<file path="src/rtl/led_status_ctrl_if.sv">
// Status bus between the vending FSM and the front-panel LED driver.
// The FSM side owns the master modport and the LED driver owns the slave modport.
interface led_status_ctrl_if #(
    parameter int N_LED   = 16,
    parameter int GOODS_W = 3,
    parameter int NUM_W   = 2,
    parameter int MONEY_W = 5,
    parameter int PWM_W   = 8
);
    logic [5:0]         state;
    logic [GOODS_W-1:0] in_goods_high;
    logic [GOODS_W-1:0] in_goods_low;
    logic [NUM_W-1:0]   in_goods_num;
    logic [MONEY_W-1:0] money;
    logic [PWM_W-1:0]   rgb_duty;
    logic [N_LED-1:0]   led_btn;
    logic               rgb1_red;
    logic               rgb1_green;
    logic               rgb1_blue;
    logic               state_err;

    modport master (
        output state, in_goods_high, in_goods_low, in_goods_num, money, rgb_duty,
        input  led_btn, rgb1_red, rgb1_green, rgb1_blue, state_err
    );

    modport slave (
        input  state, in_goods_high, in_goods_low, in_goods_num, money, rgb_duty,
        output led_btn, rgb1_red, rgb1_green, rgb1_blue, state_err
    );
endinterface

</file>
<file path="src/rtl/led_status_ctrl.sv">
// Front-panel LED/RGB driver: blinking, RGB PWM and illegal-state detection, all outputs registered.
// Define LED_PAYMENT_BAR_EN to show PAYMENT as a thermometer bar instead of the binary money field.
module led_status_ctrl #(
    parameter int N_LED     = 16,
    parameter int GOODS_W   = 3,
    parameter int NUM_W     = 2,
    parameter int MONEY_W   = 5,
    parameter int BLINK_DIV = 25_000_000,
    parameter int PWM_W     = 8
) (
    input  logic             sys_clk,
    input  logic             sys_rst_n,
    led_status_ctrl_if.slave bus
);
    localparam int CNT_W      = $clog2(BLINK_DIV);
    localparam int GOODS_BITS = 2 * GOODS_W + NUM_W;

    typedef enum logic [5:0] {
        ST_IDLE      = 6'h01,
        ST_GOODS_ONE = 6'h02,
        ST_GOODS_TWO = 6'h04,
        ST_PAYMENT   = 6'h08,
        ST_CHANGE    = 6'h10,
        ST_TEMP      = 6'h20
    } state_e;

    logic [5:0]       state_q;
    logic [CNT_W-1:0] blink_cnt;
    logic [CNT_W-1:0] blink_cnt_nxt;
    logic             blink_ph;
    logic             blink_ph_nxt;
    logic [PWM_W-1:0] pwm_cnt;
    logic             pwm_on;
    logic             state_legal;
    logic [N_LED-1:0] led_nxt;
    logic [2:0]       colour;

    // A state change restarts the half-period lit, and takes priority over the terminal count.
    always_comb begin
        blink_cnt_nxt = blink_cnt + CNT_W'(1);
        blink_ph_nxt  = blink_ph;
        if (bus.state != state_q) begin
            blink_cnt_nxt = '0;
            blink_ph_nxt  = 1'b1;
        end else if (blink_cnt == CNT_W'(BLINK_DIV - 1)) begin
            blink_cnt_nxt = '0;
            blink_ph_nxt  = ~blink_ph;
        end
    end

    assign pwm_on      = (&bus.rgb_duty) | (pwm_cnt < bus.rgb_duty);
    assign state_legal = (bus.state != '0) && ((bus.state & (bus.state - 6'd1)) == '0);

    // Outputs use the upcoming blink phase so a fresh CHANGE entry is lit on its first cycle.
    always_comb begin
        led_nxt = '0;
        colour  = 3'b000;
        if (!state_legal) begin
            colour = {blink_ph_nxt, 2'b00};
        end else begin
            case (state_e'(bus.state))
                ST_IDLE: colour = 3'b000;
                ST_GOODS_ONE: begin
                    led_nxt[GOODS_BITS-1:0] = {bus.in_goods_num, bus.in_goods_high, bus.in_goods_low};
                    colour                  = 3'b100;
                end
                ST_GOODS_TWO: begin
                    led_nxt[GOODS_BITS-1:0] = {bus.in_goods_num, bus.in_goods_high, bus.in_goods_low};
                    colour                  = 3'b010;
                end
                ST_PAYMENT: begin
`ifdef LED_PAYMENT_BAR_EN
                    for (int i = 0; i < N_LED; i++) begin
                        led_nxt[i] = (i < int'(bus.money));
                    end
`else
                    led_nxt                    = '1;
                    led_nxt[N_LED-1 -: MONEY_W] = bus.money;
`endif
                    colour = 3'b001;
                end
                ST_CHANGE: begin
                    led_nxt = {N_LED{blink_ph_nxt}};
                    colour  = 3'b011;
                end
                ST_TEMP: begin
                    led_nxt = '1;
                    colour  = 3'b111;
                end
                default: colour = 3'b000;
            endcase
        end
    end

    always_ff @(posedge sys_clk or negedge sys_rst_n) begin
        if (!sys_rst_n) begin
            bus.led_btn    <= '0;
            bus.rgb1_red   <= 1'b0;
            bus.rgb1_green <= 1'b0;
            bus.rgb1_blue  <= 1'b0;
            bus.state_err  <= 1'b0;
            blink_cnt      <= '0;
            blink_ph       <= 1'b1;
            pwm_cnt        <= '0;
            state_q        <= '0;
        end else begin
            bus.led_btn    <= led_nxt;
            bus.rgb1_red   <= colour[2] & pwm_on;
            bus.rgb1_green <= colour[1] & pwm_on;
            bus.rgb1_blue  <= colour[0] & pwm_on;
            bus.state_err  <= ~state_legal;
            blink_cnt      <= blink_cnt_nxt;
            blink_ph       <= blink_ph_nxt;
            pwm_cnt        <= pwm_cnt + PWM_W'(1);
            state_q        <= bus.state;
        end
    end
endmodule
</file>
<file path="src/flat_wrapper.sv">
// flat-port wrapper written by rule: the top's interface ports become plain ports
module led_status_ctrl_flat 
#(
    parameter int N_LED     = 16,
    parameter int GOODS_W   = 3,
    parameter int NUM_W     = 2,
    parameter int MONEY_W   = 5,
    parameter int BLINK_DIV = 25_000_000,
    parameter int PWM_W     = 8
)
  (sys_clk, sys_rst_n, bus_state, bus_in_goods_high, bus_in_goods_low, bus_in_goods_num, bus_money, bus_rgb_duty, bus_led_btn, bus_rgb1_red, bus_rgb1_green, bus_rgb1_blue, bus_state_err);
  led_status_ctrl_if #(.N_LED(N_LED), .GOODS_W(GOODS_W), .NUM_W(NUM_W), .MONEY_W(MONEY_W), .PWM_W(PWM_W)) bus_i ();
  input  logic sys_clk;
  input  logic sys_rst_n;
  input wire logic [$bits(bus_i.state)-1:0] bus_state;
  input wire logic [$bits(bus_i.in_goods_high)-1:0] bus_in_goods_high;
  input wire logic [$bits(bus_i.in_goods_low)-1:0] bus_in_goods_low;
  input wire logic [$bits(bus_i.in_goods_num)-1:0] bus_in_goods_num;
  input wire logic [$bits(bus_i.money)-1:0] bus_money;
  input wire logic [$bits(bus_i.rgb_duty)-1:0] bus_rgb_duty;
  output wire logic [$bits(bus_i.led_btn)-1:0] bus_led_btn;
  output wire logic [$bits(bus_i.rgb1_red)-1:0] bus_rgb1_red;
  output wire logic [$bits(bus_i.rgb1_green)-1:0] bus_rgb1_green;
  output wire logic [$bits(bus_i.rgb1_blue)-1:0] bus_rgb1_blue;
  output wire logic [$bits(bus_i.state_err)-1:0] bus_state_err;
  assign bus_i.state = bus_state;
  assign bus_i.in_goods_high = bus_in_goods_high;
  assign bus_i.in_goods_low = bus_in_goods_low;
  assign bus_i.in_goods_num = bus_in_goods_num;
  assign bus_i.money = bus_money;
  assign bus_i.rgb_duty = bus_rgb_duty;
  assign bus_led_btn = bus_i.led_btn;
  assign bus_rgb1_red = bus_i.rgb1_red;
  assign bus_rgb1_green = bus_i.rgb1_green;
  assign bus_rgb1_blue = bus_i.rgb1_blue;
  assign bus_state_err = bus_i.state_err;
  led_status_ctrl #(.N_LED(N_LED), .GOODS_W(GOODS_W), .NUM_W(NUM_W), .MONEY_W(MONEY_W), .BLINK_DIV(BLINK_DIV), .PWM_W(PWM_W)) u_core (.sys_clk(sys_clk), .sys_rst_n(sys_rst_n), .bus(bus_i));
endmodule
</file>
<file path="config.mk">
export PLATFORM = sky130hd
export DESIGN_NAME = led_status_ctrl_flat
export DESIGN_NICKNAME = d
export VERILOG_FILES = /design/src/rtl/led_status_ctrl_if.sv /design/src/rtl/led_status_ctrl.sv /design/src/flat_wrapper.sv
export SDC_FILE = /design/constraint.sdc
export NUM_CORES = 1
export LEC_CHECK = 0
export ABC_AREA = 0
export BUFFER_PORTS_ARGS = -buffer_cell sky130_fd_sc_hd__clkbuf_2
export CAP_MARGIN = 5
export CORE_ASPECT_RATIO = 1.2
export CORE_MARGIN = 2
export CORE_UTILIZATION = 60
export DETAILED_ROUTE_END_ITERATION = 10
export PLACE_DENSITY_LB_ADDON = 0.15
export SLEW_MARGIN = 20
export SYNTH_ARGS = -nofsm -noshare
export SYNTH_HDL_FRONTEND = slang
export SYNTH_SLANG_ARGS = --single-unit
</file>
<file path="constraint.sdc">
create_clock -name sys_clk -period 3.74 [get_ports sys_clk]
set_clock_uncertainty 0.15 [all_clocks]
set_input_delay 0.748 -clock sys_clk [delete_from_list [all_inputs] [get_ports sys_clk]]
set_output_delay 0.748 -clock sys_clk [all_outputs]
set_load 0.03 [all_outputs]
</file>
==> flow_results.org, run 1 <==
** Placed design
- Number of buffers inserted by port buffering :: 48
- The HPWL after detailed placement is 3780 um.
- Routability Congestion :: 0.889
- In this run the cell area measured after placement is 3070 um2.

** Clock network
- H-tree depth reported by CTS :: 3
- Clock latency on the worst-skew pair :: 330 ps
- Clk pin slew, worst setup/hold paths :: 60 ps
- Root buf cell :: sky130_fd_sc_hd__clkbuf_8
- Post-CTS repair changed the size of 0 cells.
- Number of clock sinks :: 58
- Clock buffer depth :: 2
- TritonCTS built the clock tree.
- Postcts setup bufs :: 0
- Count of hold buffers inserted by post-cts repair :: 0
- Counting the buffers created by CTS gives 9.

** Setup path
- For this run, the slowest stage of the critical path takes 570 ps.
- For the worst setup path, the data required time is 3780 ps.
- Along the worst path, the maximum fanout reaches 14.
- Critical register-to-register path startpoint :: u_core.blink_cnt[7]$_DFF_PN0_
- R2R depth :: 5
- Reg2reg end :: u_core.bus.led_btn[2]$_DFF_PN0_
- FF-to-FF setup slack :: 1290 ps
- Crit-path cells :: nor4_1, nand4_2, o41a_1, o31ai_4, nand2_1
- CP endpoint :: u_core.bus.led_btn[2]$_DFF_PN0_
- The critical path starts at u_core.blink_cnt[7]$_DFF_PN0_.
- At the worst endpoint, the arrival time is 2480 ps.
- Category of the worst setup path capture point :: flip-flop
- Among all stages on the critical path, the largest delay is contributed by sky130_fd_sc_hd__o31ai_4.
- Worst setup SP type :: flip-flop
- Type of the worst setup path :: flip-flop to flip-flop

** Pwr
- Power Dens Cells :: 405 nW/um2
- The completed layout was analyzed and its total power is 1.33 mW.
- IR analysis of the VDD net gives a maximum drop of 0.262 mV.
- Leakage power :: 1.55 nW

** Global routing
- For this run, the total global-route usage over all layers was measured as 22.7%.
- The first global-routing pass estimated 8940 um of wire.
- Global routing finished with a remaining overflow of 0.
- The number of global-route vias before repair is 2056.
- Initial antenna violation count :: 0
- Pin count of the biggest net entering global routing :: 59

** Detailed routing
- After the first detailed-routing iteration, the DRC count stood at 108.
- Detailed-router iteration count before antenna repair :: 4
- Dividing the detail-routed wire length by the instance count gives 13.7 um.
- In the routed design, unresolved DRC markers number 0.
- Final wirelength :: 5290 um
- Routed Antenna Nets :: 0
- Across all layers, the routed design uses 2106 vias.
- Ratio of routed vias to standard cells :: 5.44

** Min path
- Classification of the worst-slack hold path :: flip-flop to flip-flop
- In this run the most critical hold path is launched from u_core.pwm_cnt[0]$_DFF_PN0_.

** Timing
- Hold_ws :: 332 ps
- After layout, the worst path uses 65.4% of the clock period.
- Unrepaired setup endpoints after global routing :: false
- Setup violations remaining at the end of the flow were counted as 0.
- Normalized max-slew margin :: 53.2%
- Static timing analysis puts the maximum clock frequency at 0.409 GHz.
- After layout, the minimum clock period comes to 2450 ps.
- After routing, the total negative slack on setup checks comes to 0 ps.
- Worst Tran Pin Value :: 703 ps
- Count of final hold-check violations :: 0
- The number of pins with negative max-slew slack in the final report came to 0.

** Synthesis
- When the netlist entered floorplanning its net count stood at 317.
- Syn. warnings :: 0
- Number of instances in the synthesized netlist :: 279
- The synthesized netlist occupies a cell area of 2830 um2.
- Post-Synthesis Mean Instance Area :: 10.1 um2
- Register bit count reported by yosys :: 58
- Sequential cell area fraction in the yosys report :: 51.4%
- Synth unique cells :: 42

** Floorplanning
- Core area :: 4560 um2
- The initialized floorplan defines 27 standard-cell rows.
- Chip width :: 66.6 um
- For this configuration, the core starts out at a cell density of 61.9%.
- Measured along the y axis, the die boundary spans 79.2 um.
- The die covers 5280 um2.
- 49 I/O pins were placed.

** Final layout
- Commonest cells after routing, fill and taps aside :: sky130_fd_sc_hd__dfrtp_1 (57), sky130_fd_sc_hd__clkbuf_2 (48), sky130_fd_sc_hd__nor2_1 (36)
- Fill cells in the final layout number 374.
- Cells with a size suffix above 1 make up 21.6% of the layout.
- Number of inserted diodes :: 0
- In the final layout, the multi-input gates occupy 1240 um2.
- Area added between synthesis and finish :: 16.0%
- Area of all placed cells without fillers :: 3280 um2
- Net total in the final layout :: 363
- Sequential Area :: 1450 um2
- Leading cell type in the layout, fill and taps excluded :: sky130_fd_sc_hd__dfrtp_1

** Flow run
- Across the run, the number of max-cap violations was 0.

** Outcome
- The flow ran to the end, and the final reports show no timing, DRC or antenna violations.
[routing by layer]
layer  vias up  GRT usage [%]  routed length, um
met5         -              0                  0
met1      1012           26.4               2260
met3         9           7.79                186
met4         0           9.80                 83
li1       1049              -                  -
met2        36           37.6               2760
[cell type report]
cell class	instances	area share (%)
timing repair buffer	50	7.79
sequential	58	44.3
tap	58	2.21
multi-input combinational	192	37.9
inverter	14	1.60
clock inverter	2	1.07
clock buffer	13	5.15
[report_power, final]
| group | switching, mW | internal (mW) |
|---|---|---|
| logic | 0.0627 | 0.0317 |
| clock network | 0.234 | 0.358 |
| registers | 0.00414 | 0.638 |
[sequential cells by signal, indices dropped and copies added, names as in the netlist]
name	cells
u_core.blink_cnt	25
u_core.bus.led_btn	14
u_core.pwm_cnt	8
u_core.state_q	6
u_core.blink_ph	1
u_core.bus.rgb1_blue	1
u_core.bus.rgb1_green	1
u_core.bus.rgb1_red	1
u_core.bus.state_err	1
[how the worst min path moves through the flow]
stage,end,slack (ps),cells after the start
CTS,u_core.pwm_cnt[7]$_DFF_PN0_,330,1
floorplan,u_core.blink_cnt[0]$_DFF_PN0_,300,0
global placement,u_core.pwm_cnt[7]$_DFF_PN0_,320,1
detailed placement,u_core.pwm_cnt[7]$_DFF_PN0_,320,1
finish,u_core.pwm_cnt[0]$_DFF_PN0_,330,1
global route,u_core.pwm_cnt[0]$_DFF_PN0_,350,1
[worst max-delay path: cells and delay by family (launching register included)]
| family | cells | cell delay [ps] |
|---|---|---|
| simple gates | 3 | 700 |
| flops | 1 | 420 |
| compound gates | 2 | 1030 |
[through the flow]
step,cells,utilization [%],worst slack (ps)
after floorplan,279,-,1340
after global placement,372,67.4,1080
after detailed placement,372,67.4,1020
after CTS,387,71.9,1290
after global routing,387,71.9,1130
final,387,71.9,1290
[synthesized netlist by cell type, drive strengths merged]
master / count / area (um2)
o211ai: 1 / 7.51
dfstp: 1 / 26.3
and4: 5 / 43.8
and3: 4 / 25.0
nand2: 27 / 104
xor2: 17 / 149
maj3: 1 / 10.0
inv: 14 / 52.6
or2: 1 / 6.26
nor4b: 2 / 23.8
a211oi: 1 / 7.51
a21oi: 11 / 55.1
nand3: 14 / 70.1
xnor2: 21 / 184
and4bb: 1 / 12.5
o22ai: 1 / 6.26
o31ai: 2 / 28.8
and4b: 1 / 10.0
dfrtp: 57 / 1430
or4: 2 / 15.0
ha: 9 / 113
o21ai: 3 / 15.0
nand4: 9 / 62.6
or3: 1 / 6.26
o311ai: 1 / 8.76
nor4: 9 / 56.3
a21boi: 1 / 7.51
nor2: 36 / 135
a31o: 1 / 8.76
mux2i: 1 / 10.0
buf: 7 / 48.8
nand4bb: 1 / 11.3
clkbuf: 8 / 30.0
o41a: 1 / 11.3
nand3b: 1 / 7.51
nor3: 6 / 30.0
[kinds of logic after synthesis]
family                   Yosys count  share of synthesized area [%]
AND/OR/NAND/NOR                  120                           21.9
adder cells (fa/ha/maj)           10                           4.34
flip-flops                        58                           51.4
AO/OA/AOI/OAI                     23                           5.54
XOR/XNOR                          38                           11.8
multiplexers                       1                          0.354
buffers and inverters             29                           4.65
Note: power is estimated with default switching activity, not from simulation.
==> inputs of run 2 (changes only) <==
Settings changed: CORE_UTILIZATION 60 to 50.
Clock period 3.74 ns to 2.25 ns, I/O delays scaled along.
==> run 2 against run 1 <==
Total power rose by 68%. Wire length rose by 4.7%. Fmax up 16%. Critical path type unchanged. Utilization is 9.6 points lower. Critical endpoint is now u_core.bus.led_btn[4]$_DFF_PN0_. Highest routed layer unchanged. Largest cell class unchanged. Hold slack lost 220 ps.
==> flow_results.org, run 2 (synthesis gave the netlist of run 1 again) <==
** Setup path
- The start point of the critical path is u_core.blink_cnt[17]$_DFF_PN0_ (was u_core.blink_cnt[7]$_DFF_PN0_).
- The worst endpoint required time is 2330 ps (was 3780 ps).
- The critical-path maximum fanout was 14 (unchanged).
- The class of the most critical setup path is flip-flop to flip-flop (unchanged).
- Category of the worst setup path capture point :: flip-flop (unchanged)
- Slowest stage delay, CP :: 450 ps (was 570 ps)
- The endpoint arrival time on the critical path is 2200 ps (was 2480 ps).
- The critical path launch point type was a flip-flop (unchanged).
- Critical register-to-register path startpoint :: u_core.blink_cnt[17]$_DFF_PN0_ (was u_core.blink_cnt[7]$_DFF_PN0_)
- Crit-path cells: and4bb_2, nand4_2, o41a_1, o31ai_4, buf_12, nand2_1 (was nor4_1, nand4_2, o41a_1, o31ai_4, nand2_1).
- The critical-path cell with the highest stage delay is sky130_fd_sc_hd__o41a_1 (was sky130_fd_sc_hd__o31ai_4).

** Timing
- Achievable clock frequency :: 0.472 GHz (was 0.409 GHz)
- Worst Tran Pin Value :: 527 ps (was 703 ps)
- The worst-case headroom to the max-slew limit is 64.3% (was 53.2%).
- Minimum clock period after layout :: 2120 ps (was 2450 ps)
- The final worst hold slack came to 116 ps (was 332 ps).
- The final number of setup-violating endpoints was 0 (unchanged).
- The period utilization was 94.1% (was 65.4%).
- Number of max-slew violations in the final report :: 0 (unchanged)
- Unrepaired setup endpoints after global routing: false (unchanged).
- Count of final hold-check violations :: 0 (unchanged)
- Final total negative setup slack :: 0 ps (unchanged)

** Final layout
- Biggest registers after layout :: u_core.blink_cnt: 25 flops, u_core.bus.led_btn: 14 flops, u_core.pwm_cnt: 8 flops (unchanged)
- Commonest cells after routing, fill and taps aside :: sky130_fd_sc_hd__dfrtp_1 (57), sky130_fd_sc_hd__clkbuf_2 (48), sky130_fd_sc_hd__nor2_1 (36) (unchanged)
- The sequential cell area is 1450 um2 (unchanged).
- The share of cells above drive strength 1 was 26.0% (was 21.6%).
- Leading cell type in the layout, fill and taps excluded :: sky130_fd_sc_hd__dfrtp_1 (unchanged)
- Most flops, register :: u_core.blink_cnt (unchanged)
- Number of inserted diodes :: 0 (unchanged)
- Area added between synthesis and finish :: 22.4% (was 16.0%)
- The post-layout net count was 379 (was 363).
- Total area of multi-input combinational cells :: 1250 um2 (was 1240 um2)
- The flip-flop count of the largest register after layout came to 25 (unchanged).
- The count of fill cells added during filler insertion is 476 (was 374).

** Placed design
- The final estimated routing congestion in global placement is 0.814 (was 0.889).
- The final HPWL from detailed placement came to 3820 um (was 3780 um).
- Number of buffers inserted by port buffering :: 48 (unchanged)

** Pwr
- The combinational fraction of design power was 7.8% (was 7.1%).
- Internal power summed over all cells :: 1.69 mW (was 1.03 mW)
- Clock share of power :: 44.2% (was 44.5%)
- Leakage power :: 1.64 nW (was 1.55 nW)
- Seq pwr share :: 48.0% (was 48.4%)
- Maximum VDD drop :: 0.549 mV (was 0.262 mV)
- Power Dens Cells :: 644 nW/um2 (was 405 nW/um2)
- Fraction of power spent switching nets :: 24.0% (was 22.6%)
- Switching pwr :: 534 uW (was 300 uW)

** Clock network
- Number of buffers added by the clock tree synthesis step :: 9 (unchanged)
- H-tree depth reported by CTS :: 3 (unchanged)
- Clk pin slew, worst setup/hold paths :: 70 ps (was 60 ps)
- Number of clock sinks :: 58 (unchanged)
- Clock latency on the worst-skew pair :: 340 ps (was 330 ps)
- The number of buffers added for setup after CTS is 0 (unchanged).
- The TritonCTS clock tree is yes (unchanged).
- Clock buffer depth :: 2 (unchanged)
- Root buf cell :: sky130_fd_sc_hd__clkbuf_8 (unchanged)

** Detailed routing
- The routed wire length on met2 came to 2820 um (was 2760 um).
- The DRC violation count after routing came to 0 (unchanged).
- Routed Antenna Nets :: 0 (unchanged)
- Final wirelength :: 5540 um (was 5290 um)
- The uppermost layer routed is met4 (unchanged).
- Average wire per standard cell :: 13.5 um (was 13.7 um)
- Via count :: 2140 (was 2106)
- Drt initial violations :: 100 (was 108)
- Routed wl met3 :: 191 um (was 186 um)
- The number of optimization iterations in the first detailed-route pass came to 4 (unchanged).
- The detail-routed via count per cell came to 5.22 (was 5.44).
- Met1 routed wirelength after detailed routing :: 2410 um (was 2260 um)

** Min path
- Worst Hold Launch :: bus_state[5] (was u_core.pwm_cnt[0]$_DFF_PN0_)
- Classification of the worst-slack hold path :: input port to flip-flop (was flip-flop to flip-flop)

** Global routing
- The maximum number of pins on one net before global-route repair came to 43 (was 59).
- GRT Resource Usage Total :: 19.9% (was 22.7%)
- The number of antenna violations at the first check in global routing is 0 (unchanged).
- Wire length of the first global-routing pass :: 9490 um (was 8940 um)
- The number of global-route vias before repair was 2103 (was 2056).
- GRT Residual Overflow :: 0 (unchanged)

** Floorplanning
- The core region area was 5560 um2 (was 4560 um2).
- The total die area is 6270 um2 (was 5280 um2).
- The I/O pin count is 49 (unchanged).
- The die height came to 86.3 um (was 79.2 um).
- Chip width :: 72.6 um (was 66.6 um)
- The initial standard-cell utilization of the core came to 50.9% (was 61.9%).
- The placement row count is 30 (was 27).

** Flow run
- The number of max-cap violations is 0 (unchanged).

** Outcome
- Run status: complete, no violations (unchanged).
-- run 2: cell type report --
cell class	instances	share of cell area, %
multi-input cells	192	36.3
clock buffers	11	4.38
well taps	64	2.32
flip-flops and latches	58	42.0
clock inverters	5	1.52
repair buffers	66	12.0
inverters	14	1.52
-- run 2: metrics by stage --
step	util (%)	setup WS, ps	power [mW]	area (um2)	cells
floorplan	-	151	1.17	2830	279
global placement	58.2	31.1	1.26	3230	393
detailed placement	58.2	30.6	1.26	3230	393
CTS	62.0	69.8	2.25	3450	410
global route	62.3	11.8	2.31	3460	410
finish	62.3	132	2.23	3460	410
-- run 2: timing repair --
action / 4_1_cts / 5_1_grt
resized for setup: 0 / 2
hold buffers: 1 / 0
endpoints found under the setup margin: 0 / 14
hold endpoints to repair: 16 / 0
-- run 2: path summary, 6_finish.rpt --
path | end | slack, ps | cells past startpoint
worst max-delay path | u_core.bus.led_btn[4]$_DFF_PN0_ | 130 | 6
worst min-delay path | u_core.state_q[5]$_DFF_PN0_ | 120 | 1
worst max register to register | u_core.bus.led_btn[4]$_DFF_PN0_ | 130 | 6
worst min register to register | u_core.pwm_cnt[0]$_DFF_PN0_ | 330 | 1
max in group asynchronous | u_core.blink_ph$_DFF_PN1_ | 880 | 3
min in group asynchronous | u_core.blink_cnt[11]$_DFF_PN0_ | 430 | 2
-- run 2: per-layer routing --
metal	GRT usage, %	vias up
li1	-	1076
met1	24.8	1017
met2	32.1	39
met3	3.60	8
met4	11.6	0
met5	0	-
-- run 2: power by group through the flow --
| stage | clock [mW] | combinational (mW) | sequential (mW) |
|---|---|---|---|
| after floorplan | 0 | 0.0625 | 1.11 |
| after global placement | 0 | 0.170 | 1.09 |
| after detailed placement | 0 | 0.172 | 1.09 |
| after CTS | 1.01 | 0.174 | 1.07 |
| after global routing | 1.05 | 0.196 | 1.07 |
| final | 0.984 | 0.173 | 1.07 |
-- run 2: critical path, delay by kind of cell (launching register included) --
| family | cells | cell delay, ps |
|---|---|---|
| and+or+nand+nor | 3 | 510 |
| AOI/OAI and AO/OA | 2 | 760 |
| buffers and inverters | 1 | 170 |
| DFF | 1 | 410 |
